**src/rtl/lcd_char_sequencer_pkg.sv**
```systemverilog
// Shared types and constants for the HD44780 character sequencer:
// FSM states, wait selectors, the power-up init ROM and command bytes.
package lcd_char_pkg;

   typedef enum logic [2:0] {
      PWRUP,
      LOAD,
      SETUP,
      PULSE,
      HOLD,
      WAIT,
      IDLE
   } state_t;

   typedef enum logic [1:0] {
      WS_INIT1,
      WS_INIT2,
      WS_CMD,
      WS_CLEAR
   } wait_sel_t;

   typedef struct packed {
      logic [7:0] data;
      wait_sel_t  wsel;
   } init_entry_t;

   localparam int INIT_LEN = 8;

   // 8-bit bus, 2 lines, display off, clear, entry increment, display on
   localparam init_entry_t INIT_ROM [INIT_LEN] = '{
      '{8'h38, WS_INIT1},
      '{8'h38, WS_INIT2},
      '{8'h38, WS_CMD},
      '{8'h38, WS_CMD},
      '{8'h08, WS_CMD},
      '{8'h01, WS_CLEAR},
      '{8'h06, WS_CMD},
      '{8'h0C, WS_CMD}
   };

   localparam logic [7:0] CMD_CLEAR     = 8'h01;
   localparam logic [7:0] CMD_HOME      = 8'h02;
   localparam logic [7:0] CMD_SET_DDRAM = 8'h80;
   localparam logic [7:0] ROW1_BASE     = 8'h40;

   function automatic int max_int(input int a, input int b);
      return (a > b) ? a : b;
   endfunction

endpackage

```
**src/rtl/lcd_char_sequencer_if.sv**
```systemverilog
// Client write port of the LCD sequencer.
// A byte moves on a clock edge where wr_valid and wr_ready are both 1; the
// master holds wr_is_cmd/wr_data stable while wr_valid is 1 and not yet accepted.
interface lcd_char_sequencer_if;
   logic       wr_valid;
   logic       wr_ready;
   logic       wr_is_cmd;
   logic [7:0] wr_data;

   modport master (output wr_valid, output wr_is_cmd, output wr_data, input wr_ready);
   modport slave  (input wr_valid, input wr_is_cmd, input wr_data, output wr_ready);
endinterface

```
**src/rtl/lcd_char_sequencer_wait_timer.sv**
```systemverilog
// Loadable down-counter shared by every timed FSM state; o_done is high
// while the count sits at zero, so a load of N-1 gives an N-cycle state.
module lcd_wait_timer #(
   parameter int W       = 8,
   parameter int RST_VAL = 0
) (
   input  logic         clk,
   input  logic         reset_n,
   input  logic         i_load,
   input  logic [W-1:0] i_load_val,
   output logic         o_done
);

   logic [W-1:0] r_cnt;

   always_ff @(posedge clk or negedge reset_n) begin
      if (!reset_n) begin
         r_cnt <= W'(RST_VAL);
      end else if (i_load) begin
         r_cnt <= i_load_val;
      end else if (r_cnt != '0) begin
         r_cnt <= r_cnt - 1'b1;
      end
   end

   assign o_done = (r_cnt == '0);

endmodule

```
**src/rtl/lcd_char_sequencer.sv**
```systemverilog
// HD44780 8-bit write-only sequencer: power-up wait, init ROM, then client
// bytes with RS/DATA setup, EN pulse, hold, execution wait and cursor tracking.
module lcd_char_sequencer
   import lcd_char_pkg::*;
#(
   parameter int CLK_HZ         = 50000000,
   parameter int POWERUP_US     = 15000,
   parameter int INIT_WAIT1_US  = 4100,
   parameter int INIT_WAIT2_US  = 100,
   parameter int CMD_WAIT_US    = 40,
   parameter int CLEAR_WAIT_US  = 1640,
   parameter int SETUP_CYCLES   = 2,
   parameter int EN_HIGH_CYCLES = 12,
   parameter int HOLD_CYCLES    = 2
) (
   input  logic                       clk,
   input  logic                       reset_n,
   lcd_char_sequencer_if.slave        wr,
   input  logic                       backlight_en,
   output logic                       init_done,
   output logic                       cursor_row,
   output logic [3:0]                 cursor_col,
   output logic [7:0]                 LCD_DATA,
   output logic                       LCD_RS,
   output logic                       LCD_RW,
   output logic                       LCD_EN,
   output logic                       LCD_ON,
   output logic                       LCD_BLON,
   output state_t                     dbg_state
);

   localparam int US_CYC    = CLK_HZ / 1000000;
   localparam int PWRUP_CYC = POWERUP_US * US_CYC;
   localparam int INIT1_CYC = INIT_WAIT1_US * US_CYC;
   localparam int INIT2_CYC = INIT_WAIT2_US * US_CYC;
   localparam int CMD_CYC   = CMD_WAIT_US * US_CYC;
   localparam int CLEAR_CYC = CLEAR_WAIT_US * US_CYC;
   localparam int MAX_CYC   = max_int(max_int(max_int(PWRUP_CYC, INIT1_CYC),
                                              max_int(INIT2_CYC, CMD_CYC)),
                                      max_int(max_int(CLEAR_CYC, SETUP_CYCLES),
                                              max_int(EN_HIGH_CYCLES, HOLD_CYCLES)));
   localparam int TW        = $clog2(MAX_CYC + 1);

   state_t      r_state, w_next;
   logic        w_load, w_done, w_accept, w_last_init;
   logic [TW-1:0] w_load_val;
   logic [2:0]  r_idx, w_idx_nxt;
   logic [7:0]  r_data, w_row_cmd;
   wait_sel_t   r_wsel;
   logic        r_rs, r_en, r_on, r_blon, r_pend, r_init_done, r_row;
   logic [3:0]  r_col;

   function automatic logic [TW-1:0] wait_load(input wait_sel_t s);
      case (s)
         WS_INIT1: return TW'(INIT1_CYC - 1);
         WS_INIT2: return TW'(INIT2_CYC - 1);
         WS_CLEAR: return TW'(CLEAR_CYC - 1);
         default:  return TW'(CMD_CYC - 1);
      endcase
   endfunction

   lcd_wait_timer #(.W(TW), .RST_VAL(PWRUP_CYC - 1)) u_timer (
      .clk        (clk),
      .reset_n    (reset_n),
      .i_load     (w_load),
      .i_load_val (w_load_val),
      .o_done     (w_done)
   );

   assign wr.wr_ready = (r_state == IDLE) & ~r_pend;
   assign w_accept    = wr.wr_valid & wr.wr_ready;
   assign w_last_init = (r_idx == 3'(INIT_LEN - 1));
   assign w_idx_nxt   = r_idx + 3'd1;
   // Set-DDRAM command for column 0 of the other row (wrap and newline)
   assign w_row_cmd   = CMD_SET_DDRAM | (r_row ? 8'h00 : ROW1_BASE);

   always_ff @(posedge clk or negedge reset_n) begin
      if (!reset_n) r_state <= PWRUP;
      else          r_state <= w_next;
   end

   always_comb begin
      w_next     = r_state;
      w_load     = 1'b0;
      w_load_val = '0;
      case (r_state)
         PWRUP: if (w_done) w_next = LOAD;
         LOAD: begin
            w_next     = SETUP;
            w_load     = 1'b1;
            w_load_val = TW'(SETUP_CYCLES - 1);
         end
         SETUP: if (w_done) begin
            w_next     = PULSE;
            w_load     = 1'b1;
            w_load_val = TW'(EN_HIGH_CYCLES - 1);
         end
         PULSE: if (w_done) begin
            w_next     = HOLD;
            w_load     = 1'b1;
            w_load_val = TW'(HOLD_CYCLES - 1);
         end
         HOLD: if (w_done) begin
            w_next     = WAIT;
            w_load     = 1'b1;
            w_load_val = wait_load(r_wsel);
         end
         WAIT: if (w_done) begin
            if (!r_init_done) w_next = w_last_init ? IDLE : LOAD;
            else              w_next = r_pend ? LOAD : IDLE;
         end
         IDLE: if (w_accept) w_next = LOAD;
         default: w_next = PWRUP;
      endcase
   end

   always_ff @(posedge clk or negedge reset_n) begin
      if (!reset_n) begin
         r_on        <= 1'b0;
         r_blon      <= 1'b0;
         r_en        <= 1'b0;
         r_rs        <= 1'b0;
         r_data      <= 8'h00;
         r_idx       <= 3'd0;
         r_wsel      <= WS_INIT1;
         r_pend      <= 1'b0;
         r_init_done <= 1'b0;
         r_row       <= 1'b0;
         r_col       <= 4'd0;
      end else begin
         r_on   <= 1'b1;
         r_blon <= backlight_en & r_on;
         r_en   <= (w_next == PULSE);
         case (r_state)
            PWRUP: if (w_done) begin
               r_idx  <= 3'd0;
               r_rs   <= 1'b0;
               r_data <= INIT_ROM[0].data;
               r_wsel <= INIT_ROM[0].wsel;
            end
            IDLE: if (w_accept) begin
               if (!wr.wr_is_cmd && wr.wr_data == 8'h0A) begin
                  r_rs   <= 1'b0;
                  r_data <= w_row_cmd;
                  r_wsel <= WS_CMD;
               end else begin
                  r_rs   <= ~wr.wr_is_cmd;
                  r_data <= wr.wr_data;
                  r_wsel <= (wr.wr_is_cmd && (wr.wr_data == CMD_CLEAR || wr.wr_data == CMD_HOME))
                            ? WS_CLEAR : WS_CMD;
               end
            end
            HOLD: if (w_done) begin
               if (r_rs) begin
                  r_col <= r_col + 4'd1;
                  if (r_col == 4'd15) r_pend <= 1'b1;
               end else if (r_data == CMD_CLEAR || r_data == CMD_HOME) begin
                  r_row <= 1'b0;
                  r_col <= 4'd0;
               end else if (r_data[7]) begin
                  r_row <= r_data[6];
                  r_col <= r_data[3:0];
               end
            end
            WAIT: if (w_done) begin
               if (!r_init_done) begin
                  if (w_last_init) begin
                     r_init_done <= 1'b1;
                     r_row       <= 1'b0;
                     r_col       <= 4'd0;
                  end else begin
                     r_idx  <= w_idx_nxt;
                     r_data <= INIT_ROM[w_idx_nxt].data;
                     r_wsel <= INIT_ROM[w_idx_nxt].wsel;
                  end
               end else if (r_pend) begin
                  r_pend <= 1'b0;
                  r_rs   <= 1'b0;
                  r_data <= w_row_cmd;
                  r_wsel <= WS_CMD;
               end
            end
            default: ;
         endcase
      end
   end

   assign init_done  = r_init_done;
   assign cursor_row = r_row;
   assign cursor_col = r_col;
   assign LCD_DATA   = r_data;
   assign LCD_RS     = r_rs;
   assign LCD_RW     = 1'b0;
   assign LCD_EN     = r_en;
   assign LCD_ON     = r_on;
   assign LCD_BLON   = r_blon;
   assign dbg_state  = r_state;

endmodule

```
**src/flat_wrapper.sv**
```systemverilog
// flat-port wrapper written by rule: the top's interface ports become plain ports
module lcd_char_sequencer_flat import lcd_char_pkg::*;
#(
   parameter int CLK_HZ         = 50000000,
   parameter int POWERUP_US     = 15000,
   parameter int INIT_WAIT1_US  = 4100,
   parameter int INIT_WAIT2_US  = 100,
   parameter int CMD_WAIT_US    = 40,
   parameter int CLEAR_WAIT_US  = 1640,
   parameter int SETUP_CYCLES   = 2,
   parameter int EN_HIGH_CYCLES = 12,
   parameter int HOLD_CYCLES    = 2
)
  (clk, reset_n, backlight_en, init_done, cursor_row, cursor_col, LCD_DATA, LCD_RS, LCD_RW, LCD_EN, LCD_ON, LCD_BLON, dbg_state, wr_wr_valid, wr_wr_is_cmd, wr_wr_data, wr_wr_ready);
  lcd_char_sequencer_if wr_i ();
  input  logic clk;
  input  logic reset_n;
  input  logic backlight_en;
  output logic init_done;
  output logic cursor_row;
  output logic [3:0] cursor_col;
  output logic [7:0] LCD_DATA;
  output logic LCD_RS;
  output logic LCD_RW;
  output logic LCD_EN;
  output logic LCD_ON;
  output logic LCD_BLON;
  output state_t dbg_state;
  input wire logic [$bits(wr_i.wr_valid)-1:0] wr_wr_valid;
  input wire logic [$bits(wr_i.wr_is_cmd)-1:0] wr_wr_is_cmd;
  input wire logic [$bits(wr_i.wr_data)-1:0] wr_wr_data;
  output wire logic [$bits(wr_i.wr_ready)-1:0] wr_wr_ready;
  assign wr_i.wr_valid = wr_wr_valid;
  assign wr_i.wr_is_cmd = wr_wr_is_cmd;
  assign wr_i.wr_data = wr_wr_data;
  assign wr_wr_ready = wr_i.wr_ready;
  lcd_char_sequencer #(.CLK_HZ(CLK_HZ), .POWERUP_US(POWERUP_US), .INIT_WAIT1_US(INIT_WAIT1_US), .INIT_WAIT2_US(INIT_WAIT2_US), .CMD_WAIT_US(CMD_WAIT_US), .CLEAR_WAIT_US(CLEAR_WAIT_US), .SETUP_CYCLES(SETUP_CYCLES), .EN_HIGH_CYCLES(EN_HIGH_CYCLES), .HOLD_CYCLES(HOLD_CYCLES)) u_core (.clk(clk), .reset_n(reset_n), .wr(wr_i), .backlight_en(backlight_en), .init_done(init_done), .cursor_row(cursor_row), .cursor_col(cursor_col), .LCD_DATA(LCD_DATA), .LCD_RS(LCD_RS), .LCD_RW(LCD_RW), .LCD_EN(LCD_EN), .LCD_ON(LCD_ON), .LCD_BLON(LCD_BLON), .dbg_state(dbg_state));
endmodule
```
**config.mk**
```make
export PLATFORM = sky130hd
export DESIGN_NAME = lcd_char_sequencer_flat
export DESIGN_NICKNAME = d
export VERILOG_FILES = /design/src/rtl/lcd_char_sequencer_pkg.sv /design/src/rtl/lcd_char_sequencer_if.sv /design/src/rtl/lcd_char_sequencer_wait_timer.sv /design/src/rtl/lcd_char_sequencer.sv /design/src/flat_wrapper.sv
export SDC_FILE = /design/constraint.sdc
export NUM_CORES = 1
export LEC_CHECK = 0
export CAP_MARGIN = 20
export CORE_UTILIZATION = 50
export DETAILED_ROUTE_END_ITERATION = 10
export HOLD_SLACK_MARGIN = 0.1
export PLACE_DENSITY = 0.72
export SYNTH_ARGS = -nofsm -noshare
export SYNTH_HDL_FRONTEND = slang
export SYNTH_SLANG_ARGS = --single-unit
```
**constraint.sdc**
```tcl
create_clock -name clk -period 7.4 [get_ports clk]
set_input_delay 0.74 -clock clk [delete_from_list [all_inputs] [get_ports clk]]
set_output_delay 0.74 -clock clk [all_outputs]
set_load 0.005 [all_outputs]
```
* Word level (Yosys, flattened, before mapping)
Memory sizes are Yosys's and may differ from the RTL's. Cells that the tools add are included.
Storage, ports and cells: bits in registers 47, memory bits (read-only) 80, input bits 13, output and inout bits 23, word-level logic and storage cells 152, memories 1
Memory list:
- (name not given) | words 8, width 10, read ports 1, clocked after Yosys merged registers in 0, write ports 0, RTL line lcd_char_sequencer.sv:173 | r_data <= INIT_ROM[w_idx_nxt].data;
Cells by class: add/subtract/negate cells 3, magnitude comparators 1, eq/ne operators 32, multiplexer cells 75, bitwise gates (word level) 6, reduce and logical (&&, ||, !) cells 21
Operator list (count):
- $pmux W20 S4 | 1
- $mux W20 | 3
- $mux W8 | 7
- $pmux W18 S3 | 1
- $mux W3 | 13
- $mux W4 | 8
- $pmux W8 S3 | 1
- $reduce_and A6 Y1 | 4
- $mux W1 | 23
- $pmux W3 S7 | 1
- $logic_not A20 Y1 | 1
- $mux W10 | 2
- $reduce_bool A20 Y1 | 1
- $sub A20 B1 Y20 const B | 1
- $eq A8 B1 Y1 const B | 2
- $eq A8 B2 Y1 const B | 2
- $mux W2 | 7
- $eq A3 B3 Y1 const B | 4
- $ne A2 B1 Y1 const B | 6
- $ne A2 B2 Y1 const B | 6
- $eq A3 B2 Y1 const B | 3
- $eq A8 B4 Y1 const B | 1
- $pmux W4 S2 | 1
- $mux W7 | 1
- 29 further kinds | 38

* Logic depth before layout (Yosys ltp)
depth in word-level cells 9, depth in mapped cells 10, depth with buffers taken out 7

* Cells and area by module
Synthesis repeated with hierarchy kept, for this count alone.
Unflattened totals: cell total of the unflattened synthesis 347, area, all modules 3156.8 µm²
By module, submodules not included:
- lcd_char_sequencer | instances 1, cells an instance 220, area each 1955.6 µm², sequential area each 675.6 µm²
- lcd_wait_timer | instances 1, cells an instance 127, area each 1201.2 µm², sequential area each 516.7 µm²

* Worst setup path before layout
OpenSTA, ideal clock, no wires.
path kind reg-to-reg, start point reg u_core.u_timer.r_cnt[11], end point reg u_core.r_data[7], in the netlist u_core.LCD_DATA[7], setup time 0.125 ns, arrival time 2.207 ns, data required time 7.275 ns, path slack 5.068 ns, cell stages (with the launch flop) 9, buffers on the path 3, clock period less this slack 2.332 ns, path through dfrtp_1 > buf_6 > or4_1 > buf_2 > nor3_4 > nand2_1 > o31a_1 > buf_6 > mux2_4
On the way: word-level cells in the longest chain between the ends 3, elaborated cells between the ends (all ways) 4, those cells by class eq/ne (2); reduce/logical (2)
RTL lines:
- start: declaration | RTL line lcd_char_sequencer_wait_timer.sv:14 | logic [W-1:0] r_cnt;
- start signal: assignment | RTL line lcd_char_sequencer_wait_timer.sv:18 | r_cnt <= W'(RST_VAL);
- start signal: assignment | RTL line lcd_char_sequencer_wait_timer.sv:20 | r_cnt <= i_load_val;
- start signal: assignment | RTL line lcd_char_sequencer_wait_timer.sv:22 | r_cnt <= r_cnt - 1'b1;
- $logic_not A20 Y1 * | RTL line lcd_char_sequencer_wait_timer.sv:26 | assign o_done = (r_cnt == '0);
- $ne A2 B2 Y1 (no line)
- $reduce_and A6 Y1 (no line) *
- end signal: assignment | RTL line lcd_char_sequencer.sv:138 | r_data <= INIT_ROM[0].data;
- end signal: assignment | RTL line lcd_char_sequencer.sv:144 | r_data <= w_row_cmd;
- end signal: assignment | RTL line lcd_char_sequencer.sv:148 | r_data <= wr.wr_data;
- end: declaration | RTL line lcd_char_sequencer.sv:48 | logic [7:0] r_data, w_row_cmd;
Mark *: on every way between the ends. The rest lies on a longest branch, timed or not. A chain may end at the register's enable or synchronous reset.

* Worst setup path after layout
Ends and elaborated chain as after synthesis.

==> results.sh <==
export IMPL_ys_seq_elements=47
export IMPL_num_vias=2862
export IMPL_ys_flop_type="dfrtp_1"
export IMPL_busiest_layer="met2"
export IMPL_crit_arrival_ps=3650
export IMPL_area_growth_pct=13.9
export IMPL_portBuffers=34
export IMPL_initial_utilization=0.522
export IMPL_dp_hpwl_um=5760
export IMPL_ioPinCount=36
export IMPL_rr_worst_depth=5
export IMPL_relSlewSlack=0.433
export IMPL_cts_tree="built"
export IMPL_hold_buffers=0
export IMPL_synth_area_leaders="dfrtp_1 (27%), dfstp_2 (11%), ha_1 (4.8%)"
export IMPL_place_area_um2=3460
export IMPL_die_w_um=80.8
export IMPL_yosys_area_top_type="dfrtp_1"
export IMPL_post_place_ws_ps=3960
export IMPL_worst_pin_slew_ps=845
export IMPL_totalWireLength_um=7920
export IMPL_nets=407
export IMPL_synth_seq_area_share=0.384
export IMPL_cp_start_kind="flop"
export IMPL_setup_viol=0
export IMPL_clk_pin_slew_ps=90
export IMPL_num_rows=28
export IMPL_overflow=0
export IMPL_grt_use_met3=0.0371
export IMPL_dr_first_iter_drc_count=182
export IMPL_hold_path_class="flop to flop"
export IMPL_dieArea_um2=6540
export IMPL_crit_path_end_kind="flop"
export IMPL_finalMaxSlewViolations=0
export IMPL_avgSynthCellArea_um2=8.68
export IMPL_rsz0062_at_grt="false"
export IMPL_gr_usage_met2=0.424
export IMPL_layout_setup_ws_ps=3940
export IMPL_synth_warnings=0
export IMPL_crit_path_end="u_core.LCD_DATA[7]"
export IMPL_reg2reg_to="u_core.LCD_DATA[7]"
export IMPL_vdd_ir_drop_max_mv=0.0795
export IMPL_fin_area_um2=3540
export IMPL_drc=0
export IMPL_critical_path_class="flop to flop"
export IMPL_ant_nets=0
export IMPL_synth_nets=383
export IMPL_power_leakage_nw=1.40
export IMPL_drt_pass1_iter_count=5
export IMPL_startpoint="u_core.u_timer.r_cnt[11]"
export IMPL_antenna_cells=0
export IMPL_whs_ps=481
export IMPL_synth_cells=358
export IMPL_ys_types=55
export IMPL_power_density_nw_per_um2=120
export IMPL_grt_pass1_wl_um=13100
export IMPL_grt_start_max_net_pins=48
export IMPL_n_fill_cell=557
export IMPL_r2r_start="u_core.u_timer.r_cnt[11]"
export IMPL_final_layout_size_suffix_gt1_frac=0.0731
export IMPL_htree_levels=2
export IMPL_r2r_slack_ps=3940
export IMPL_final_util=0.595
export IMPL_grt_usage=0.258
export IMPL_cts_buffers_inserted=5
export IMPL_async_flop_share=1.00
export IMPL_die_h_um=80.8
export IMPL_crit_required_ps=7590
export IMPL_status="finished clean"
export IMPL_post_place_cells=450
export IMPL_hold_viol=0
export IMPL_clk_path_buf_depth=2
export IMPL_synth_area_um2=3110
export IMPL_routed_via_density=6.25
export IMPL_synth_edf_count=0
export IMPL_yosysTopAreaCellShare=0.274
export IMPL_fin_crit_sh=0.468
export IMPL_finClkSkew_ps=7.66
export IMPL_clockRootBuffer="clkbuf_8"
export IMPL_cts_setup_buffers=0
export IMPL_fin_cells=458
export IMPL_gp_congestion=0.917
export IMPL_clkLatencyLatePin_ps=310
export IMPL_grt_use_met1=0.351
export IMPL_final_cell_mix="nor2_1 (34), dfrtp_1 (34), clkdlybuf4s50_1 (33)"
export IMPL_fmax_mhz=289
export IMPL_antenna_found_initial=0
export IMPL_crit_fanout=20
export IMPL_finalSetupTns_ps=0
export IMPL_avgRoutedWirePerCell_um=17.3
export IMPL_cts_resized=0
export IMPL_power_total_mw=0.424
export IMPL_coreArea_um2=5960
export IMPL_clock_sinks=47
export IMPL_grt_pass1_vias=2670
export IMPL_drv_cap=0
export IMPL_period_needed_ps=3460
how the worst min path moves through the flow:
stage                  start              end  slack (ps)  cells past startpoint
2_1_floorplan        reset_n  u_core.LCD_BLON         440                      0
5_1_grt        u_core.LCD_ON  u_core.LCD_BLON         500                      1
3_5_place_dp   u_core.LCD_ON  u_core.LCD_BLON         470                      1
6_report       u_core.LCD_ON  u_core.LCD_BLON         480                      1
4_1_cts        u_core.LCD_ON  u_core.LCD_BLON         490                      1
3_3_place_gp   u_core.LCD_ON  u_core.LCD_BLON         460                      1
area by class of cell:
| type | instances | area [µm²] | share of cell area |
|---|---|---|---|
| Timing Repair Buffer | 36 | 350 | 0.0989 |
| Clock inverter | 1 | 5.00 | 0.00141 |
| Inverter | 20 | 75.1 | 0.0212 |
| Clock buffer | 7 | 76.3 | 0.0216 |
| Tap cell | 75 | 93.8 | 0.0265 |
| Multi-Input combinational cell | 272 | 1750 | 0.494 |
| Sequential cell | 47 | 1190 | 0.337 |
cells by family (layout without fill, tap and decap cells):
logic type / Yosys count / after routing / synth area share
buf+inv: 39 / 64 / 0.0539
fa+ha+maj: 12 / 12 / 0.0483
other cells: 2 / 2 / 0.00242
simple gates: 139 / 139 / 0.229
xor+xnor: 14 / 14 / 0.0395
flops: 47 / 47 / 0.384
mux: 13 / 13 / 0.0439
compound gates: 92 / 92 / 0.199
synthesized netlist by cell type, types with 3 or more instances:
cell       count
o31a_1         3
nand4_1        5
a22oi_1        8
a211oi_1       5
dfrtp_1       34
nor2_1        34
nand3_1       13
o211ai_1       3
mux2i_1       11
xnor2_1       13
a21oi_1       19
or4_1          7
nor4_1        10
nor2b_1        3
clkbuf_1      14
o2bb2ai_1      6
o21ai_0       22
nor3_1        21
o22ai_1        4
dfstp_2       13
nand2b_1       3
inv_1         20
a2bb2oi_1      5
nor3b_1        3
o31ai_1        4
nand2_1       28
ha_1          12
flip-flops by register name (all words and copies together), names as in the netlist:
name	flops
u_core.u_timer.r_cnt	20
u_core.LCD_DATA	8
u_core.cursor_col	4
u_core.dbg_state	3
u_core.r_idx	3
u_core.r_wsel	2
u_core.LCD_BLON	1
u_core.LCD_EN	1
u_core.LCD_ON	1
u_core.LCD_RS	1
u_core.cursor_row	1
u_core.init_done	1
u_core.r_pend	1
worst max-delay path, stage by stage, from the launching register on:
cell and delay (ps):
dfrtp_1 470, or4_1 720, nor3_4 600, nand2_1 590, o31a_1 600, mux2_4 350
metal layers:
| metal | wire (µm) | vias to the layer above |
|---|---|---|
| li1 | - | 1364 |
| met1 | 3670 | 1414 |
| met2 | 3780 | 76 |
| met3 | 382 | 8 |
| met4 | 91 | 0 |
| met5 | 0 | - |
power by group:
group	total (mW)	internal [mW]	switching [mW]
sequential	0.258	0.258	0.000168
clock	0.151	0.0664	0.0849
combinational	0.0153	0.00752	0.00779
total	0.424	0.331	0.0929
No activity file was read; power rests on OpenSTA's default activity.
